==> src/rtl/wb_arb_pkg.sv <==
// Shared types and helpers for the Wishbone round-robin arbiters.
// The counter width helper is only used when WB_ARB_TIMEOUT_EN is defined.
package wb_arb_pkg;

    typedef enum logic [1:0] {
        IDLE  = 2'd0,
        GRANT = 2'd1,
        ABORT = 2'd2
    } arb_state_t;

    localparam int MAX_MASTER = 8;
    localparam int IDX_W      = 3;

    // Width of a counter that must be able to hold the value 'cycles'.
    function automatic int timeout_cnt_width(input int cycles);
        return $clog2(cycles + 1);
    endfunction

    // Index of the first set request at or after 'ptr', searching upward and
    // wrapping within 'n' slots; -1 when no request is set.
    function automatic int rr_pick(input logic [MAX_MASTER-1:0] req,
                                   input int                    ptr,
                                   input int                    n);
        int winner;
        int idx;
        winner = -1;
        for (int k = MAX_MASTER - 1; k >= 0; k--) begin
            if (k < n) begin
                idx = (ptr + k) % n;
                if (req[IDX_W'(idx)]) begin
                    winner = idx;
                end
            end
        end
        return winner;
    endfunction

endpackage

==> src/rtl/wb_rr_arbiter_picker.sv <==
// Combinational round-robin picker: one-hot winner among 'req' starting at 'ptr'.
module rr_picker
    import wb_arb_pkg::*;
#(
    parameter int N  = 4,
    parameter int PW = $clog2(N)
) (
    input  logic [N-1:0]  req,
    input  logic [PW-1:0] ptr,
    output logic [N-1:0]  grant
);

    logic [MAX_MASTER-1:0] req_wide;
    int                    winner;

    generate
        for (genvar gi = 0; gi < MAX_MASTER; gi++) begin : g_req
            if (gi < N) begin : g_used
                assign req_wide[gi] = req[gi];
            end else begin : g_pad
                assign req_wide[gi] = 1'b0;
            end
        end
    endgenerate

    assign winner = rr_pick(req_wide, int'(ptr), N);

    generate
        for (genvar gi = 0; gi < N; gi++) begin : g_grant
            assign grant[gi] = (winner == gi);
        end
    endgenerate

endmodule

==> src/rtl/wb_rr_arbiter.sv <==
// Round-robin Wishbone arbiter: N_MASTER masters share one slave, grant held per cyc tenure.
// Define WB_ARB_TIMEOUT_EN to add the stall watchdog and the ABORT state.
module wb_rr_arbiter
    import wb_arb_pkg::*;
#(
    parameter int N_MASTER       = 4,
    parameter int TAGSIZE        = 1,
    parameter int TIMEOUT_CYCLES = 255
) (
    input  logic                        clk,
    input  logic                        rst_i,
    input  logic [N_MASTER-1:0]         m_cyc_i,
    input  logic [N_MASTER-1:0]         m_stb_i,
    input  logic [N_MASTER-1:0]         m_we_i,
    input  logic [N_MASTER*32-1:0]      m_adr_i,
    input  logic [N_MASTER*32-1:0]      m_dat_i,
    input  logic [N_MASTER*4-1:0]       m_sel_i,
    input  logic [N_MASTER*TAGSIZE-1:0] m_tag_i,
    output logic [31:0]                 m_dat_o,
    output logic [N_MASTER-1:0]         m_ack_o,
    output logic [N_MASTER-1:0]         m_err_o,
    output logic                        s_cyc_o,
    output logic                        s_stb_o,
    output logic                        s_we_o,
    output logic [31:0]                 s_adr_o,
    output logic [31:0]                 s_dat_o,
    output logic [3:0]                  s_sel_o,
    output logic [TAGSIZE-1:0]          s_tag_o,
    input  logic [31:0]                 s_dat_i,
    input  logic                        s_ack_i,
    input  logic                        s_err_i,
    output logic [N_MASTER-1:0]         grant_o
);

    localparam int PW = $clog2(N_MASTER);

    arb_state_t          state_reg;
    logic [N_MASTER-1:0] grant_reg;
    logic [PW-1:0]       prio_ptr_reg;
    logic [PW-1:0]       ptr_next;
    logic [N_MASTER-1:0] pick;
    logic                slave_open;
    logic                granted_cyc;

    logic [31:0]         adr_gated [N_MASTER];
    logic [31:0]         dat_gated [N_MASTER];
    logic [3:0]          sel_gated [N_MASTER];
    logic [TAGSIZE-1:0]  tag_gated [N_MASTER];

    rr_picker #(
        .N  (N_MASTER),
        .PW (PW)
    ) u_picker (
        .req   (m_cyc_i),
        .ptr   (prio_ptr_reg),
        .grant (pick)
    );

    // Pointer moves to the slot just past the winner so it has lowest priority next.
    always_comb begin
        ptr_next = '0;
        for (int i = 0; i < N_MASTER; i++) begin
            if (pick[i]) begin
                ptr_next = (i == N_MASTER - 1) ? '0 : PW'(i + 1);
            end
        end
    end

    generate
        for (genvar gi = 0; gi < N_MASTER; gi++) begin : g_gate
            assign adr_gated[gi] = grant_reg[gi] ? m_adr_i[gi*32 +: 32]           : '0;
            assign dat_gated[gi] = grant_reg[gi] ? m_dat_i[gi*32 +: 32]           : '0;
            assign sel_gated[gi] = grant_reg[gi] ? m_sel_i[gi*4 +: 4]             : '0;
            assign tag_gated[gi] = grant_reg[gi] ? m_tag_i[gi*TAGSIZE +: TAGSIZE] : '0;
        end
    endgenerate

    always_comb begin
        s_adr_o = '0;
        s_dat_o = '0;
        s_sel_o = '0;
        s_tag_o = '0;
        for (int i = 0; i < N_MASTER; i++) begin
            s_adr_o = s_adr_o | adr_gated[i];
            s_dat_o = s_dat_o | dat_gated[i];
            s_sel_o = s_sel_o | sel_gated[i];
            s_tag_o = s_tag_o | tag_gated[i];
        end
    end

    // Only GRANT exposes the slave; IDLE and ABORT keep it masked.
    assign slave_open  = (state_reg == GRANT);
    assign granted_cyc = |(m_cyc_i & grant_reg);

    assign s_cyc_o = slave_open & granted_cyc;
    assign s_stb_o = slave_open & (|(m_stb_i & m_cyc_i & grant_reg));
    assign s_we_o  = |(m_we_i & grant_reg);
    assign m_dat_o = s_dat_i;
    assign m_ack_o = slave_open ? (grant_reg & {N_MASTER{s_ack_i}}) : '0;
    assign grant_o = grant_reg;

`ifdef WB_ARB_TIMEOUT_EN
    localparam int CNT_W = timeout_cnt_width(TIMEOUT_CYCLES);

    logic [CNT_W-1:0] to_cnt_reg;
    logic             abort_err_reg;
    logic             stalled;

    assign stalled = s_stb_o & ~s_ack_i & ~s_err_i;
    assign m_err_o = (slave_open ? (grant_reg & {N_MASTER{s_err_i}}) : '0)
                   | (abort_err_reg ? grant_reg : '0);
`else
    assign m_err_o = slave_open ? (grant_reg & {N_MASTER{s_err_i}}) : '0;
`endif

    always_ff @(posedge clk) begin
        if (rst_i) begin
            state_reg     <= IDLE;
            grant_reg     <= '0;
            prio_ptr_reg  <= '0;
`ifdef WB_ARB_TIMEOUT_EN
            to_cnt_reg    <= '0;
            abort_err_reg <= 1'b0;
`endif
        end else begin
            case (state_reg)
                IDLE: begin
                    if (|m_cyc_i) begin
                        grant_reg    <= pick;
                        prio_ptr_reg <= ptr_next;
                        state_reg    <= GRANT;
                    end
                end
                GRANT: begin
                    if (!granted_cyc) begin
                        grant_reg  <= '0;
                        state_reg  <= IDLE;
`ifdef WB_ARB_TIMEOUT_EN
                        to_cnt_reg <= '0;
                    // Abort on the edge where the stall count would reach the limit.
                    end else if (stalled && to_cnt_reg == CNT_W'(TIMEOUT_CYCLES - 1)) begin
                        to_cnt_reg    <= '0;
                        abort_err_reg <= 1'b1;
                        state_reg     <= ABORT;
                    end else if (stalled) begin
                        to_cnt_reg <= to_cnt_reg + CNT_W'(1);
                    end else begin
                        to_cnt_reg <= '0;
                    end
`else
                    end
`endif
                end
`ifdef WB_ARB_TIMEOUT_EN
                ABORT: begin
                    abort_err_reg <= 1'b0;
                    if (!granted_cyc) begin
                        grant_reg <= '0;
                        state_reg <= IDLE;
                    end
                end
`endif
                default: begin
                    grant_reg <= '0;
                    state_reg <= IDLE;
                end
            endcase
        end
    end

endmodule

==> config.mk <==
export PLATFORM = sky130hd
export DESIGN_NAME = wb_rr_arbiter
export DESIGN_NICKNAME = d
export VERILOG_FILES = /design/src/rtl/wb_arb_pkg.sv /design/src/rtl/wb_rr_arbiter_picker.sv /design/src/rtl/wb_rr_arbiter.sv
export SDC_FILE = /design/constraint.sdc
export NUM_CORES = 1
export LEC_CHECK = 0
export ABC_AREA = 1
export CAP_MARGIN = 10
export CORE_AREA = 3 3 168 170
export CTS_BUF_LIST = sky130_fd_sc_hd__clkbuf_16
export DETAILED_ROUTE_END_ITERATION = 6
export DIE_AREA = 0 0 171 173
export PLACE_DENSITY = 0.46
export SLEW_MARGIN = 20
export SYNTH_ARGS = -nofsm -noshare
export SYNTH_HDL_FRONTEND = slang
export SYNTH_HIERARCHICAL = 1
export SYNTH_SLANG_ARGS = --single-unit
==> constraint.sdc <==
create_clock -name clk -period 5 [get_ports clk]
set_input_delay 1 -clock clk [delete_from_list [all_inputs] [get_ports clk]]
set_output_delay 1 -clock clk [all_outputs]
set_load 0.02 [all_outputs]
# After elaboration in Yosys (flattened, before gate mapping)
# Index checks and enable logic that the tools add are counted.
classes:
  add_sub_neg: 3
  order_cmp: 4
  eq_ne: 6
  mux: 43
  n_bitwise: 23
  n_reduce_logical: 11
op_table:
  columns: ["op", "count"]
  rows:
  - ["two-way mux 32 bit", 12]
  - ["bitwise OR 32 bit", 6]
  - ["equality test 32 x 3 -> 1 bit (second input constant)", 2]
  - ["equality test 32 x 2 -> 1 bit (second input constant)", 1]
  - ["zero test 32 bit", 1]
  - ["two-way mux 4 bit", 8]
  - ["bitwise AND 4 bit", 6]
  - ["OR reduction 4 bit", 4]
  - ["less-than comparator 3 x 5 -> 1 bit (second input constant)", 3]
  - ["two-way mux 1 bit", 12]
  - ["bitwise OR 4 bit", 3]
  - ["two-way mux 2 bit", 5]
  - ["binary-select mux 1 bit (select 3 bit)", 3]
  - ["one-hot mux 4 bit (2 select lines)", 1]
  - ["OR reduction 2 bit", 3]
  - ["adder 2 bit (second input constant)", 2]
  - ["less-than comparator 2 x 4 -> 1 bit (second input constant)", 1]
  - ["inequality test 2 bit (second input constant)", 2]
  - ["one-hot mux 2 bit (2 select lines)", 1]
  - ["AND reduction 2 bit", 2]
  - ["bitwise AND 1 bit (first input constant)", 3]
  - ["bitwise OR 1 bit", 3]
  - ["adder 2 x 1 -> 2 bit (second input constant)", 1]
  - ["bitwise AND 1 bit", 2]
  - ["other kinds (3)", 3]
totals:
  regBits: 8
  inputBits: 324
  out_inout_bits: 116
  word_cells: 93

# Logic depth before layout (Yosys ltp)
logic_depth:
  word_depth: 15
  mapped_depth: 18
  ltp_nobuf: 17

# By module
# Netlist, hierarchy kept.
by_module_without_submodules:
  columns: ["module", "instances", "cells_per_inst", "area_per_inst_um2", "seq_area_each_um2"]
  rows:
  - ["wb_rr_arbiter", 1, 482, 2324.7, 140.1]
  - ["rr_picker", 1, 64, 316.6, 0.0]

# Worst setup path after synthesis
# Ideal clock, no wire load.
synth_path:
  kind: "input -> output"
  start: "in m_stb_i[3]"
  end: "out s_stb_o"
  t_arrival_ns: 1.514
  required_ns: 4.000
  slack_ns: 2.486
  path_stages: 2
  path_buffers: 0
  path_cell_list: "nand3_1 -> a41oi_1"
synth_via:
  elab_chain_len: 4
synth_rtl:
  columns: ["item", "line_no", "rtl"]
  rows:
  - ["start: declaration", "wb_rr_arbiter.sv:13", "input logic [N_MASTER-1:0] m_stb_i,"]
  - ["bitwise AND 4 bit (2 in a row)", "wb_rr_arbiter.sv:96", "assign s_stb_o = slave_open & (|(m_stb_i & m_cyc_i & grant_reg));"]
  - ["OR reduction 4 bit", "wb_rr_arbiter.sv:96", null]
  - ["bitwise AND 1 bit", "wb_rr_arbiter.sv:96", null]
  - ["end: declaration", "wb_rr_arbiter.sv:23", "output logic s_stb_o,"]
# Every way passes these cells.

# Worst setup path after layout
layout_path:
  start: "in m_cyc_i[2]"
  end: "out s_stb_o"
layout_via:
  elab_chain_len: 4
layout_rtl:
  columns: ["item", "line_no", "rtl"]
  rows:
  - ["start: declaration", "wb_rr_arbiter.sv:12", "input logic [N_MASTER-1:0] m_cyc_i,"]
  - ["bitwise AND 4 bit (2 in a row)", "wb_rr_arbiter.sv:96", null]
  - ["OR reduction 4 bit", "wb_rr_arbiter.sv:96", null]
  - ["bitwise AND 1 bit", "wb_rr_arbiter.sv:96", null]
# Every way passes these cells.

==> impl_metrics.csv <==
group,metric,value,unit
run_status,status,"finished clean",
power,leakage,2.42,nW
setup_path,critical-path-slowest-cell,"clkdlybuf4s50_1",
detailed_routing,wl_per_cell,16.8,microns
power,pwr-share-clk,4.8,%
die,initial_core_util,9.83,%
yosys,synth_cell_types,22,
clock_network,holdBufCountCts,0,
die,design.core.area,26900,sq um
power,power_frac_comb,89.3,%
clock_network,cts_setup_buffers,0,
setup_path,critPathKind,"input pin to primary output",
worst_hold_path,hold_path_depth,2,
detailed_routing,drcViolationCount,0,
power,p_per_area,416,nW/um^2
sta,drv_slew,0,
flow_run,maxCapViolCount,0,
setup_path,arrival,2.54,ns
sta,tns,0,ns
sta,rsz0062_at_grt,"false",
die,num_rows,60,
finish,layout_common_cells,"375 x clkdlybuf4s50_1, 319 x nand2_1, 71 x nand4_1",
clock_network,cts_tree,"built",
sta,fmax,0.283,GHz
detailed_routing,vias,4648,
detailed_routing,drtIter0Drc,177,
grt,grt_max_degree,43,
sta,finalCritPeriodShare,70.7,%
power,p_sw,0.00146,W
yosys,synth.area.top_cells,"nand2_1 45%, nand4_1 17%, buf_4 10%, buf_2 5.3%, dfxtp_1 5.3%",
power,switching_share,53.6,%
grt,grt-ovfl-total,0,
clock_network,clockBufferDepth,2,
finish,drive_gt1_share,4.61,%
power,ir_worst_vdd,0.193,mV
setup_path,cpPeakStageDelay,0.63,ns
power,intPower,0.00127,W
yosys,synth_top_area_share,45.3,%
finish,final_common_cell,"clkdlybuf4s50_1",
clock_network,post_cts_resized,0,
die,die_w,171,microns
detailed_routing,wirelength,20.3,mm
detailed_routing,drt_pass1_iterations,5,
detailed_routing,via_per_inst,3.85,
yosys,netlist_area,2640,sq um
setup_path,cp.required,4.00,ns
setup_path,ff2ff_path_depth,16,
sta,hold_viol,0,
detailed_routing,drtAntennaViolNets,0,
grt,grt.total_usage,12.6,%
clock_network,cts_sinks,7,
yosys,synth_cells,546,
placed_design,place.port_buffers,375,
die,die_h,173,microns
yosys,yosysSeqAreaShare,5.31,%
finish,fin_nets,1192,
grt,grt_pass1_wl,28.8,mm
die,pin_count,440,
power,p_total,0.00273,W
placed_design,place_inst,1204,
setup_path,cpMostUsedCell,"clkdlybuf4s50_1",
clock_network,clockRootBuffer,"clkbuf_16",
setup_path,crit_chain,"clkdlybuf4s50_1, nand3_1, a41oi_1, clkdlybuf4s50_1",
sta,skew,0.000904,ns
worst_hold_path,holdCritPathClass,"flop to flop",
setup_path,crit_path_end_kind,"primary output",
clock_network,worstSkewPairLatency,0.23,ns
yosys,ys_ff_latch,7,
sta,period_needed,3.54,ns
finish,num_antenna_cells,0,
setup_path,start_kind,"input pin",
placed_design,dp_hpwl,16.6,mm
grt,antenna_found_initial,2,
power,p_seq_share,5.9,%
yosys,synth.largest_area_cell,"nand2_1",
clock_network,cts_made_buffers,3,
placed_design,place_congestion,0.839,
finish,fin_cells,1208,
setup_path,cp_max_fo,5,
sta,setup_viol,0,
yosys,synth.avg_cell_area,4.84,sq um
grt,grt_pass1_vias,4675,
yosys,yosys_warnings,6,
yosys,syn_nets,870,
finish,area_growth,148,%
sta,tightest_slew,0.862,ns
clock_network,htreeDepth,1,
clock_network,clkTransAtPathRegs,0.03,ns
sta,relSlewSlack,42.5,%
finish,largest_reg_flops,4,
die,die_area,29600,sq um
path summary, 6_finish.rpt:
kind,startpoint,endpoint,slack (ns)
hold / removal,prio_ptr_reg[1]$_SDFFE_PP0P_,prio_ptr_reg[1]$_SDFFE_PP0P_,0.59
setup / recovery,m_cyc_i[2],s_stb_o,1.46
setup reg to reg,prio_ptr_reg[0]$_SDFFE_PP0P_,prio_ptr_reg[0]$_SDFFE_PP0P_,3.07
hold reg to reg,prio_ptr_reg[1]$_SDFFE_PP0P_,prio_ptr_reg[1]$_SDFFE_PP0P_,0.59
metal layers:
metal	routed length [microns]	track usage, %
met1	8300	15.1
met2	9900	22.3
met3	1860	4.00
met4	251	1.74
met5	27	0
area by class of cell:
cell class / instances / area [sq um]
fillers: 3048 / 20300
repair buffers: 382 / 3830
multi-input cells: 451 / 1990
well taps: 341 / 427
flip-flops and latches: 7 / 145
inverters: 23 / 93.8
clock buffers: 3 / 75.1
clock inverters: 1 / 3.75
worst max-delay path: cells and delay by family:
kind	cells	cell delay (ns)
buffers and inverters	2	1.20
AOI/OAI and AO/OA	1	0.23
and+or+nand+nor	1	0.10
cell usage after synthesis:
cell     number
nand2_1     319
o21ai_1       1
nor2_4        1
nor3_1        8
buf_6         1
a21oi_1       7
nand3_1      15
inv_2         8
inv_6         1
nor2_2        2
a41oi_1       1
inv_4         1
nand3_2       4
inv_1        13
nor2_1       12
nand2_2       7
buf_2        28
nand4_1      71
buf_4        36
nand2_4       2
o21ai_0       1
dfxtp_1       7
power groups by stage:
stage | sequential, W | clock (W) | combinational, W
2_1_floorplan | 0.000101 | 0 | 0.00126
3_3_place_gp | 0.000166 | 0 | 0.00249
3_5_place_dp | 0.000164 | 0 | 0.00247
4_1_cts | 0.000163 | 0.000133 | 0.00249
5_1_grt | 0.000169 | 0.000136 | 0.00262
6_report | 0.000160 | 0.000131 | 0.00244
per-stage QoR:
step | hold WS, ns | setup WS, ns | area (sq um) | utilization, %
6_report | 0.590 | 1.46 | 6560 | 24.4
3_3_place_gp | 0.558 | 1.48 | 6480 | 24.1
2_1_floorplan | 0.450 | 2.49 | 2640 | -
3_5_place_dp | 0.590 | 1.47 | 6480 | 24.1
5_1_grt | 0.614 | 1.37 | 6560 | 24.4
4_1_cts | 0.594 | 1.46 | 6560 | 24.4
cells by family after synthesis:
kind of cell,count (synthesis),synth area share (%)
AND/OR/NAND/NOR,441,73.1
buffers and inverters,88,19.5
AO/OA/AOI/OAI,10,2.04
flip-flops,7,5.31
Power figures use the tool's default switching activity.
